$ cat config.mk
export PLATFORM = sky130hd
export DESIGN_NAME = btb_update_ctrl
export DESIGN_NICKNAME = d
export VERILOG_FILES = /design/src/rtl/btb_update_ctrl.sv
export SDC_FILE = /design/constraint.sdc
export NUM_CORES = 1
export LEC_CHECK = 0
export BUFFER_PORTS_ARGS = -buffer_cell sky130_fd_sc_hd__buf_2
export CORE_MARGIN = 2
export CORE_UTILIZATION = 53
export CTS_BUF_LIST = sky130_fd_sc_hd__clkbuf_2 sky130_fd_sc_hd__clkbuf_4 sky130_fd_sc_hd__clkbuf_8
export DETAILED_ROUTE_END_ITERATION = 10
export PLACE_DENSITY = 0.74
export SETUP_SLACK_MARGIN = 0.2
export SYNTH_ARGS = -nofsm -noshare
export SYNTH_HDL_FRONTEND = slang
export SYNTH_SLANG_ARGS = --single-unit
$ cat constraint.sdc
create_clock -name clk -period 5.7 [get_ports clk]
set_clock_uncertainty 0.05 [all_clocks]
set_input_delay 1.14 -clock clk [delete_from_list [all_inputs] [get_ports clk]]
set_output_delay 1.14 -clock clk [all_outputs]
set_load 0.01 [all_outputs]
$ cat src/rtl/btb_update_ctrl.sv
// btb_update_ctrl: filters committed control-flow records into a FIFO, drains them to the BTB, and runs invalidate sweeps
module btb_update_ctrl #(
  parameter int BTB_DEPTH    = 32,
  parameter int BTB_IDX_BITS = 5,
  parameter int FIFO_DEPTH   = 4
) (
  input  logic                    clk,
  input  logic                    rst,
  input  logic                    cm_valid,
  output logic                    cm_ready,
  input  logic [31:0]             cm_pc,
  input  logic [31:0]             cm_target,
  input  logic                    cm_is_br,
  input  logic                    cm_is_jal,
  input  logic                    cm_taken,
  input  logic                    inv_req,
  output logic                    inv_busy,
  output logic                    btb_wr_en,
  input  logic                    btb_wr_ready,
  output logic [31:0]             btb_wr_pc,
  output logic [31:0]             btb_wr_target,
  output logic                    btb_wr_taken,
  output logic                    btb_wr_jal,
  output logic                    btb_clr_en,
  output logic [BTB_IDX_BITS-1:0] btb_clr_idx,
  output logic                    fetch_hold,
  output logic [7:0]              drop_cnt
);
  localparam int PW = $clog2(FIFO_DEPTH);
  localparam int AW = PW + 2;
  localparam logic [BTB_IDX_BITS-1:0] IDX_LAST = BTB_IDX_BITS'(BTB_DEPTH - 1);
  typedef enum logic {IDLE, CLEAR} state_t;
  state_t                  r_state;
  logic [PW:0]             r_wp, r_rp;
  logic [65:0]             r_mem [FIFO_DEPTH];
  logic [BTB_IDX_BITS-1:0] r_idx;
  logic [7:0]              r_drop;
  logic                    w_clear, w_full, w_empty, w_cf, w_deq, w_flush, w_enq;
  logic [PW:0]             w_cnt;
  logic [65:0]             w_head, w_rec;
  logic [AW-1:0]           w_add;
  logic [8:0]              w_sum;
  assign w_clear = r_state == CLEAR;
  assign w_cnt   = r_wp - r_rp;
  assign w_full  = w_cnt[PW];
  assign w_empty = w_cnt == '0;
  assign w_head  = r_mem[r_rp[PW-1:0]];
  // jal wins when both type flags are set; a jal is always recorded as taken
  assign w_rec   = {cm_is_jal, cm_is_jal | cm_taken, cm_target, cm_pc};
  assign cm_ready  = w_clear || !w_full;
  assign btb_wr_en = !w_clear && !w_empty;
  assign w_cf    = cm_valid && cm_ready && (cm_is_br || cm_is_jal);
  assign w_deq   = btb_wr_en && btb_wr_ready;
  assign w_flush = !w_clear && inv_req;
  assign w_enq   = w_cf && !w_clear && !inv_req;
  assign w_add   = (w_clear || w_flush ? AW'(w_cf) : '0) + (w_flush ? AW'(w_cnt) - AW'(w_deq) : '0);
  assign w_sum   = 9'(r_drop) + 9'(w_add);
  assign btb_wr_pc     = btb_wr_en ? w_head[31:0]  : '0;
  assign btb_wr_target = btb_wr_en ? w_head[63:32] : '0;
  assign btb_wr_taken  = btb_wr_en && w_head[64];
  assign btb_wr_jal    = btb_wr_en && w_head[65];
  assign btb_clr_en  = w_clear;
  assign btb_clr_idx = r_idx;
  assign inv_busy    = w_clear;
  assign fetch_hold  = w_clear;
  assign drop_cnt    = r_drop;
  always_ff @(posedge clk) begin
    if (!rst) begin
      r_state <= IDLE;
      r_wp    <= '0;
      r_rp    <= '0;
      r_idx   <= '0;
      r_drop  <= '0;
    end else begin
      r_drop <= w_sum[8] ? 8'hFF : w_sum[7:0];
      if (w_clear) begin
        r_idx <= (r_idx == IDX_LAST) ? '0 : r_idx + 1'b1;
        if (r_idx == IDX_LAST) r_state <= IDLE;
      end else if (inv_req) begin
        r_state <= CLEAR;
        r_wp    <= '0;
        r_rp    <= '0;
      end else begin
        if (w_enq) r_mem[r_wp[PW-1:0]] <= w_rec;
        if (w_enq) r_wp <= r_wp + 1'b1;
        if (w_deq) r_rp <= r_rp + 1'b1;
      end
    end
  end
endmodule

==> results of run 1 <==
## cells in the mapped netlist (2+ instances only)
library cell  number
nand3_1            5
nor3_1             4
nand2b_1           3
o21a_1             5
a21oi_1           11
and3_1             2
nand4_1            4
o21ai_0            8
nand4b_1           2
nand2_1            6
buf_2              6
inv_1              9
buf_4              2
ha_1              16
nor2_1            14
xor2_1             2
mux4_2            66
o41ai_1            2
a211oi_1           2
buf_1              2
xnor2_1            4
nor3b_1            2
clkbuf_1          15
dfxtp_1           22
nor2b_1            5
fa_1               2
mux2i_1            2
and2_1            70
edfxtp_1         264
a31oi_1            4
## registers in the layout, indices dropped and copies added, names as in the netlist, named ones only
signal	cells
r_mem	264
drop_cnt	8
r_rp	3
btb_clr_en	1
btb_clr_idx	5
r_wp	3
## per-layer routing
layer  wire [microns]  share of wire (%)  vias up
li1                 -                  -     2628
met1             8300                 40     2979
met2            10500                 51      190
met3             1570                7.6       34
met4              358                1.7        4
met5               30               0.14        -
## critical path, stage by stage, from the launching register on
cell and delay, ns:
dfxtp_1 0.37, inv_1 0.11, ha_1 0.22, fa_1 0.41
xnor3_1 0.26, a31oi_4 0.21, buf_4 0.58, and2_1 0.25
buf_2 0.15
## stage by stage
| stage | hold WS, ns | power (mW) | area, sq um | utilization, % |
|---|---|---|---|---|
| global placement | 0.437 | 2.53 | 12300 | 58.8 |
| detailed placement | 0.455 | 2.54 | 12300 | 58.8 |
| finish | 0.467 | 4.16 | 13200 | 63.0 |
| CTS | 0.464 | 4.20 | 13200 | 63.0 |
| floorplan | 0.418 | 2.45 | 11300 | - |
| global route | 0.502 | 4.31 | 13200 | 63.0 |
## final cells by class
cell class                 count  area share, %
antenna                        1         0.0190
multi-input combinational    248           21.0
sequential                   286           63.4
timing repair buffer         158           6.05
tap                          275           2.61
clock inverter                11          0.578
clock buffer                  65           6.06
inverter                       9          0.256
## power by group through the flow
stage | clock [mW] | sequential [mW] | combinational [mW]
finish | 1.67 | 2.32 | 0.171
global route | 1.80 | 2.32 | 0.189
CTS | 1.71 | 2.32 | 0.174
detailed placement | 0 | 2.36 | 0.174
global placement | 0 | 2.36 | 0.165
floorplan | 0 | 2.36 | 0.0899
## cell families after synthesis
family / synth area share (%)
AO/OA/AOI/OAI: 1.94
XOR/XNOR: 0.876
adder cells (fa/ha/maj): 2.13
buffers and inverters: 1.36
flip-flops: 74.1
multiplexers: 13.3
AND/OR/NAND/NOR: 6.20
## path summary, 6_finish.rpt
path / endpoint / depth (start not counted) / slack (ns) / start
worst max-delay path: btb_wr_target[18] / 8 / 1.39 / r_wp[0]$_SDFFE_PN0P_
worst min-delay path: r_rp[2]$_SDFFE_PN0P_ / 2 / 0.47 / r_rp[2]$_SDFFE_PN0P_
worst max register to register: drop_cnt[5]$_SDFF_PN0_ / 18 / 1.66 / r_wp[0]$_SDFFE_PN0P_
worst min register to register: r_rp[2]$_SDFFE_PN0P_ / 2 / 0.47 / r_rp[2]$_SDFFE_PN0P_
==> run metrics, run 1 <==
syn_nets about 660; DP Worst Slack approximately 1.7 ns; Max Clk Rate 0.232 GHz; Net Sw Frac ~20%; mean post-synth cell area between 15 and 20 sq um; Most Crowded Layer GR met2; Clock transition at path regs approximately 0.060 ns; Hold Path Class reg -> reg; Worst-Skew Late Latency ~0.53 ns; layout cells sized above 1 38.9%; Psw 832 uW; synthesized area roughly 11000 sq um; All-Layer GR Usage a little under a fifth; nets around 840; Mapped Cells between 500 and 600; Worst Tran Pin Value 1.02 ns; DP Wirelength about 12000 microns; Synthesis Warnings 0; status finished, final reports clean; clock share of power 40.1%; Distinct cells, synth 38; vias in the first global route between 6000 and 7000; met2 GRT Util 32.3%; GR Overflow Total 0; H-tree levels 2; # setup viols final 0; CTS tree built; DR vias about 5800; DIE AREA 22500 sq um; # hold bufs at CTS 0; commonest non-fill, non-tap cells in the layout edfxtp_1, buf_2, mux4_2, and2_1, clkbuf_8; Most used DFF post-synth edfxtp_1; crit path capture type output port; setup TNS 0 ns; # resized after CTS 0; Root Driver clkbuf_8; EDFF count, synth ~260; Setup Fix Bufs, Post-CTS 0; period utilization 75.6%; post-synthesis async set-or-reset flop share 0%; min Tclk post-route 4.31 ns; chip width about 150 microns; data arrival time of the worst path about 3.1 ns; Worst EP required ~4.5 ns; # fillers between 1500 and 2000; CP startpoint kind register; WL per Instance 19.7 microns; flops & latches, synth around 290; worst rel slew slack 32.0%; area of the multi-input gates about 2800 sq um; dpl cells between 900 and 1000; met1 Resource Use GR 23.5%; placeable core area between 20000 and 25000 sq um; initial core utilization ~54%; fin cells 1053; Port Buffers between 150 and 200; GR Util met3 5.55%; top post-synthesis cells by area edfxtp_1, mux4_2, dfxtp_1; GP Congestion 0.843; drt pass-1 iters 4; CTS max path bufs 3; first-pass GRT wire length 32300 microns; Setup CP Type reg -> out; Layout Area Growth over Synthesis 17.0%; Logic pwr share a little over 4%; register area 8380 sq um; fin worst setup slack roughly 1.4 ns; leak pwr between 4 and 5 nW; Max-cap violations 0; most common cell after layout, fill and taps aside edfxtp_1; post-synth top area cell edfxtp_1; top cell type's share of synthesized area ~70%; final wirelength slightly above 20000 microns; pin count of the biggest net entering global routing 70; Flop pwr share a little under three fifths; I/O pins roughly 160; Max Slew Vio Count 0; CP max FO a little under 70; final antenna-violating net count 0; Rows 53; Hold Vio Cnt, Final 0; DRT iter0 DRCs between 200 and 300; Inserted Clock Buffers 44; die height approximately 150 microns; DRC violations left 0; Max IR drop VDD slightly above 0.3 mV; Clock Sinks 286; Int Power around 3.3 mW; Power per Cell Area 315 nW/um^2; sequential area share after synthesis 74.1%; vias per std cell ~5.5; RSZ-0062 raised after global routing no; initial antenna violation count 3
No activity file was read; power rests on OpenSTA's default activity.
==> run 2, diff against run 1 <==
--- a/config.mk
+++ b/config.mk
@@ -10,7 +10,7 @@
 export CORE_UTILIZATION = 53
 export CTS_BUF_LIST = sky130_fd_sc_hd__clkbuf_2 sky130_fd_sc_hd__clkbuf_4 sky130_fd_sc_hd__clkbuf_8
 export DETAILED_ROUTE_END_ITERATION = 10
-export PLACE_DENSITY = 0.74
+export PLACE_DENSITY = 0.77
 export SETUP_SLACK_MARGIN = 0.2
 export SYNTH_ARGS = -nofsm -noshare
 export SYNTH_HDL_FRONTEND = slang
==> constraint.sdc (replaced) <==
create_clock -name clk -period 3.5 [get_ports clk]
set_clock_uncertainty 0.05 [all_clocks]
set_input_delay 0.7 -clock clk [delete_from_list [all_inputs] [get_ports clk]]
set_output_delay 0.7 -clock clk [all_outputs]
set_load 0.01 [all_outputs]
==> run metrics, run 2 (same netlist as run 1, synthesis figures left out) <==
Port Buffers 155 (unchanged); Worst-Skew Late Latency 0.53 ns (about the same); crit path capture type register (was output port); layout cells sized above 1 45.3% (was 38.9%); chip width 150 microns (unchanged); Layout Area Growth over Synthesis 22.5% (was 17.0%); Worst EP required 3.87 ns (was 4.51 ns); drt pass-1 iters 5 (was 4); Rows 53 (unchanged); worst rel slew slack 63.0% (was 32.0%); DR vias 6107 (was 5835); Max-cap violations 0 (unchanged); status complete, but fails checks (was finished, final reports clean); Root Driver clkbuf_8 (unchanged); fin cells 1094 (was 1053); DRC violations left 0 (unchanged); Max Clk Rate 0.280 GHz; fin area 13800 sq um (was 13200 sq um); # setup viols final 7 (was 0); CTS tree built (unchanged); initial core utilization 53.9% (unchanged); DP Area 12600 sq um (was 12300 sq um); WL per Instance 21.2 microns (was 19.7 microns); nets 869 (was 837); Hold Path Class in -> reg (was reg -> reg); CP max FO 7 (was 69); RSZ-0062 raised after global routing yes (was no); Util after Layout 66.0% (was 63.0%); CP startpoint kind register (unchanged); DRT iter0 DRCs 413 (was 291); CTS max path bufs 3 (unchanged); Max IR drop VDD 0.315 mV (was 0.302 mV); Clock transition at path regs 0.06 ns (about the same); H-tree levels 2 (unchanged); fin worst setup slack -0.0764 ns (was 1.39 ns); placeable core area 21000 sq um (unchanged); GR Overflow Total 0 (unchanged); Inserted Clock Buffers 46 (was 44); period utilization 102%; Hold Vio Cnt, Final 0 (unchanged); final antenna-violating net count 0 (unchanged); DIE AREA 22500 sq um (unchanged); most common cell after layout, fill and taps aside edfxtp_1 (unchanged); setup TNS -0.317 ns (was 0 ns); Worst Tran Pin Value 0.554 ns (was 1.02 ns); number of flip-flops in the largest register 264 (unchanged); leak pwr 4.92 nW (was 4.70 nW); data arrival time of the worst path 3.95 ns (was 3.12 ns); vias in the first global route 6434 (was 6278); I/O pins 156 (unchanged); # hold bufs at CTS 0 (unchanged); dpl cells 988 (was 976); vias per std cell 5.58 (was 5.54); violated checks negative setup slack; min Tclk post-route 3.58 ns; GP Congestion 0.871 (was 0.843); commonest non-fill, non-tap cells in the layout edfxtp_1, buf_2, mux4_2, and2_1, clkbuf_8 (unchanged); Power per Cell Area 501 nW/um^2 (was 315 nW/um^2); final wirelength 23200 microns (was 20800 microns); All-Layer GR Usage 19.8% (was 18.9%); Setup CP Type reg -> reg (was reg -> out); pin count of the biggest net entering global routing 70 (unchanged); initial antenna violation count 3 (unchanged); Max Slew Vio Count 0 (unchanged); first-pass GRT wire length 33700 microns (was 32300 microns); die height 150 microns (unchanged); Clock Sinks 286 (unchanged); DP Wirelength 13400 microns (was 12100 microns); # fillers 1405 (was 1553)
-- run 2: area by class of cell --
class	instances	area, sq um	area share (%)
clock buffers	68	842	6.09
flip-flops and latches	286	8380	60.6
repair buffers	188	1170	8.49
multi-input cells	248	2950	21.3
well taps	275	344	2.49
clock inverters	15	91.3	0.661
inverters	9	36.3	0.262
diodes	5	12.5	0.0905
-- run 2: path summary, 6_finish.rpt --
path | from | endpoint | slack [ns] | cells after the start
worst min-delay path | cm_pc[20] | r_mem[1][20]$_DFFE_PP_ | 0.33 | 1
worst min register to register | btb_clr_idx[4]$_SDFFE_PN0P_ | btb_clr_idx[4]$_SDFFE_PN0P_ | 0.50 | 2
worst max-delay path | r_wp[0]$_SDFFE_PN0P_ | drop_cnt[3]$_SDFF_PN0_ | -0.08 | 18
worst max register to register | r_wp[0]$_SDFFE_PN0P_ | drop_cnt[3]$_SDFF_PN0_ | -0.08 | 18
-- run 2: timing repair --
action / 4_1_cts / 5_1_grt
resized for setup: 17 / 13
setup endpoints to repair: 75 / 75
buffers inserted: 8 / 7
gates cloned: 0 / 3
pin swaps: 12 / 3
-- run 2: report_power, final --
| group | switching, mW | internal [mW] | total [mW] | leakage [nW] |
|---|---|---|---|---|
| Combinational | 0.190 | 0.160 | 0.349 | 1.86 |
| Sequential | 0.0168 | 3.76 | 3.78 | 2.56 |
| Clock | 1.20 | 1.61 | 2.81 | 0.503 |
| Total | 1.40 | 5.53 | 6.93 | 4.92 |
-- run 2: worst max-delay path, cell delays in order (launching register included) --
cell      delay [ns]
dfxtp_4         0.36
inv_4           0.04
ha_4            0.15
fa_2            0.34
xnor3_2         0.26
a31oi_4         0.19
nand2_4         0.07
inv_2           0.07
ha_4            0.20
nor2_4          0.11
ha_4            0.19
ha_4            0.13
xor2_1          0.18
ha_1            0.29
nor2b_4         0.14
o21ai_1         0.11
nand2b_1        0.18
nor2b_4         0.20
o21a_1          0.20
-- run 2: metal layers --
| metal | vias to the layer above | global-route usage [%] | part of all wire, % |
|---|---|---|---|
| met5 | - | 0 | 0 |
| li1 | 2711 | - | - |
| met2 | 236 | 32.9 | 51 |
| met1 | 3120 | 25.9 | 40 |
| met3 | 40 | 5.43 | 7.6 |
| met4 | 0 | 5.99 | 1.5 |
-- run 2: through the flow --
stage	hold WS, ns	setup WS (ns)	power (mW)
global route	0.305	-0.199	7.18
global placement	0.436	0.0433	4.13
finish	0.332	-0.0764	6.93
floorplan	0.418	0.00458	4.00
CTS	0.302	0.0358	6.96
detailed placement	0.464	-0.0970	4.15
==> run 3, diff against run 2 <==
--- a/config.mk
+++ b/config.mk
@@ -7,10 +7,9 @@
 export LEC_CHECK = 0
 export BUFFER_PORTS_ARGS = -buffer_cell sky130_fd_sc_hd__buf_2
 export CORE_MARGIN = 2
-export CORE_UTILIZATION = 53
-export CTS_BUF_LIST = sky130_fd_sc_hd__clkbuf_2 sky130_fd_sc_hd__clkbuf_4 sky130_fd_sc_hd__clkbuf_8
+export CORE_UTILIZATION = 52
 export DETAILED_ROUTE_END_ITERATION = 10
-export PLACE_DENSITY = 0.77
+export PLACE_DENSITY = 0.76
 export SETUP_SLACK_MARGIN = 0.2
 export SYNTH_ARGS = -nofsm -noshare
 export SYNTH_HDL_FRONTEND = slang
==> run metrics, run 3 (same netlist as run 1, synthesis figures left out) <==
Inserted Clock Buffers 29 (was 46); number of flip-flops in the largest register 264 (unchanged); WL per Instance 22.1 microns (was 21.2 microns); Rows 53 (unchanged); placeable core area 21200 sq um (was 21000 sq um); violated checks negative setup slack (unchanged); Max Slew Vio Count 0 (unchanged); min Tclk post-route 3.55 ns (was 3.58 ns); Clock transition at path regs 0.06 ns (about the same); first-pass GRT wire length 35300 microns (was 33700 microns); RSZ-0062 raised after global routing yes (unchanged); DIE AREA 22900 sq um (was 22500 sq um); worst rel slew slack 57.9% (was 63.0%); WP buf/inv 2 (unchanged); H-tree levels 1 (was 2); Max IR drop VDD 0.323 mV (was 0.315 mV); initial antenna violation count 2 (was 3); cell count along the critical path 18 (unchanged); crit path to drop_cnt[2]$_SDFF_PN0_ (was drop_cnt[3]$_SDFF_PN0_); Port Buffers 155 (unchanged); CTS tree built (unchanged); slowest cell on the critical path fa_2 (was dfxtp_4); R2R cell count 18 (unchanged); crit path capture type register (unchanged); Hold Slack 0.332 ns (about the same); GP Congestion 0.899 (was 0.871); All-Layer GR Usage 20.6% (was 19.8%); Root Driver clkbuf_16 (was clkbuf_8); Clock Sinks 286 (unchanged); dpl cells 990 (was 988); CP Cell Sequence inv_4 > ha_4 > fa_2 > xnor3_1 > a31oi_4 > nand2_4 > inv_4 > ha_4 > nor2_4 > ha_4 > ha_4 > xor2_2 > ha_1 > nor2b_4 > o21ai_2 > nand2b_4 > nor2b_4 > o21a_1 (was inv_4 > ha_4 > fa_2 > xnor3_2 > a31oi_4 > nand2_4 > inv_2 > ha_4 > nor2_4 > ha_4 > ha_4 > xor2_1 > ha_1 > nor2b_4 > o21ai_1 > nand2b_1 > nor2b_4 > o21a_1); CP startpoint kind register (unchanged); DP Wirelength 13500 microns (was 13400 microns); status complete, but fails checks (unchanged); data arrival time of the worst path 3.91 ns (was 3.95 ns); DRC violations left 0 (unchanged); fin cells 1065 (was 1094); pin count of the biggest net entering global routing 41 (was 70); Util after Layout 65.6% (was 66.0%); Power per Cell Area 509 nW/um^2 (was 501 nW/um^2); chip width 151 microns (was 150 microns); FF-to-FF End drop_cnt[2]$_SDFF_PN0_ (was drop_cnt[3]$_SDFF_PN0_); I/O pins 156 (unchanged); nets 858 (was 869); leak pwr 4.92 nW (about the same); # fillers 1414 (was 1405); vias per std cell 5.59 (was 5.58); Worst-Skew Late Latency 0.53 ns (about the same); Largest delay share family, worst path adder cells (unchanged); Max stage delay on crit path 0.41 ns (was 0.36 ns); final wirelength 23500 microns (was 23200 microns); Layout Area Growth over Synthesis 23.0% (was 22.5%); CP max FO 6 (was 7); setup TNS -0.242 ns (was -0.317 ns); Max Clk Rate 0.282 GHz (was 0.280 GHz); worst reg2reg path startpoint r_wp[0]$_SDFFE_PN0P_ (unchanged); DP Worst Slack -0.111 ns (was -0.0970 ns); GR Overflow Total 0 (unchanged); worst setup path start r_wp[0]$_SDFFE_PN0P_ (unchanged); Hold Path Class in -> reg (unchanged); most common cell after layout, fill and taps aside edfxtp_1 (unchanged); setup slack, reg-to-reg -0.05 ns (was -0.08 ns); period utilization 101% (was 102%); CTS max path bufs 3 (unchanged); die height 151 microns (was 150 microns); drt pass-1 iters 6 (was 5); vias in the first global route 6314 (was 6434); initial core utilization 53.4% (was 53.9%); commonest non-fill, non-tap cells in the layout edfxtp_1, buf_2, mux4_2, and2_1, clkbuf_16 (was edfxtp_1, buf_2, mux4_2, and2_1, clkbuf_8); Worst Tran Pin Value 0.632 ns (was 0.554 ns); Worst path most repeated cell ha_4 (unchanged); # hold bufs at CTS 0 (unchanged); final antenna-violating net count 0 (unchanged); # setup viols final 13 (was 7); fin worst setup slack -0.0483 ns (was -0.0764 ns); Setup CP Type reg -> reg (unchanged); layout cells sized above 1 42.5% (was 45.3%); Hold Vio Cnt, Final 0 (unchanged); DRT iter0 DRCs 461 (was 413); Max-cap violations 0 (unchanged); DR vias 5951 (was 6107); Worst EP required 3.86 ns (was 3.87 ns)
-- run 3: cell type report --
cell class	count	area [sq um]	area share (%)
antenna	2	5.00	0.0361
clock buffer	40	797	5.74
clock inverter	11	106	0.766
inverter	9	38.8	0.280
multi-input combinational	248	2930	21.1
sequential	286	8380	60.4
tap	275	344	2.48
timing repair buffer	194	1280	9.20
-- run 3: how the worst min path moves through the flow --
stage	cells past startpoint	slack, ns	endpoint	start
after floorplan	1	0.42	r_rp[2]$_SDFFE_PN0P_	r_rp[2]$_SDFFE_PN0P_
after global placement	2	0.44	r_wp[0]$_SDFFE_PN0P_	r_wp[0]$_SDFFE_PN0P_
after detailed placement	2	0.45	r_wp[0]$_SDFFE_PN0P_	r_wp[0]$_SDFFE_PN0P_
after CTS	1	0.32	r_mem[3][1]$_DFFE_PP_	cm_pc[1]
after global routing	1	0.32	r_mem[3][54]$_DFFE_PP_	cm_target[22]
final	1	0.33	r_mem[2][43]$_DFFE_PP_	cm_target[11]
-- run 3: metrics by stage --
| step | power [mW] | area [sq um] |
|---|---|---|
| after floorplan | 4.00 | 11400 |
| after global placement | 4.13 | 12600 |
| after detailed placement | 4.15 | 12600 |
| after CTS | 7.09 | 13700 |
| after global routing | 7.29 | 13900 |
| final | 7.07 | 13900 |
-- run 3: per-layer routing --
layer / wire length [microns] / up-vias / global-route usage (%) / part of all wire (%)
met5: 0 / - / 0 / 0
met4: 309 / 0 / 4.35 / 1.3
met3: 1840 / 32 / 4.10 / 7.8
met2: 11800 / 226 / 35.0 / 50
met1: 9630 / 3021 / 28.0 / 41
li1: - / 2672 / - / -
-- run 3: what timing repair did --
item                                   CTS  global route
gates resized for setup                 10            17
pin swaps                                7            16
cloned                                   3             2
endpoints found under the hold margin    0             0
buffers inserted                         8             9
setup endpoints to repair               75            75
-- run 3: report_power, final --
group          switching [mW]  total (mW)  internal (mW)
Clock                    1.19        2.92           1.73
Combinational           0.195       0.373          0.178
Sequential             0.0151        3.77           3.76
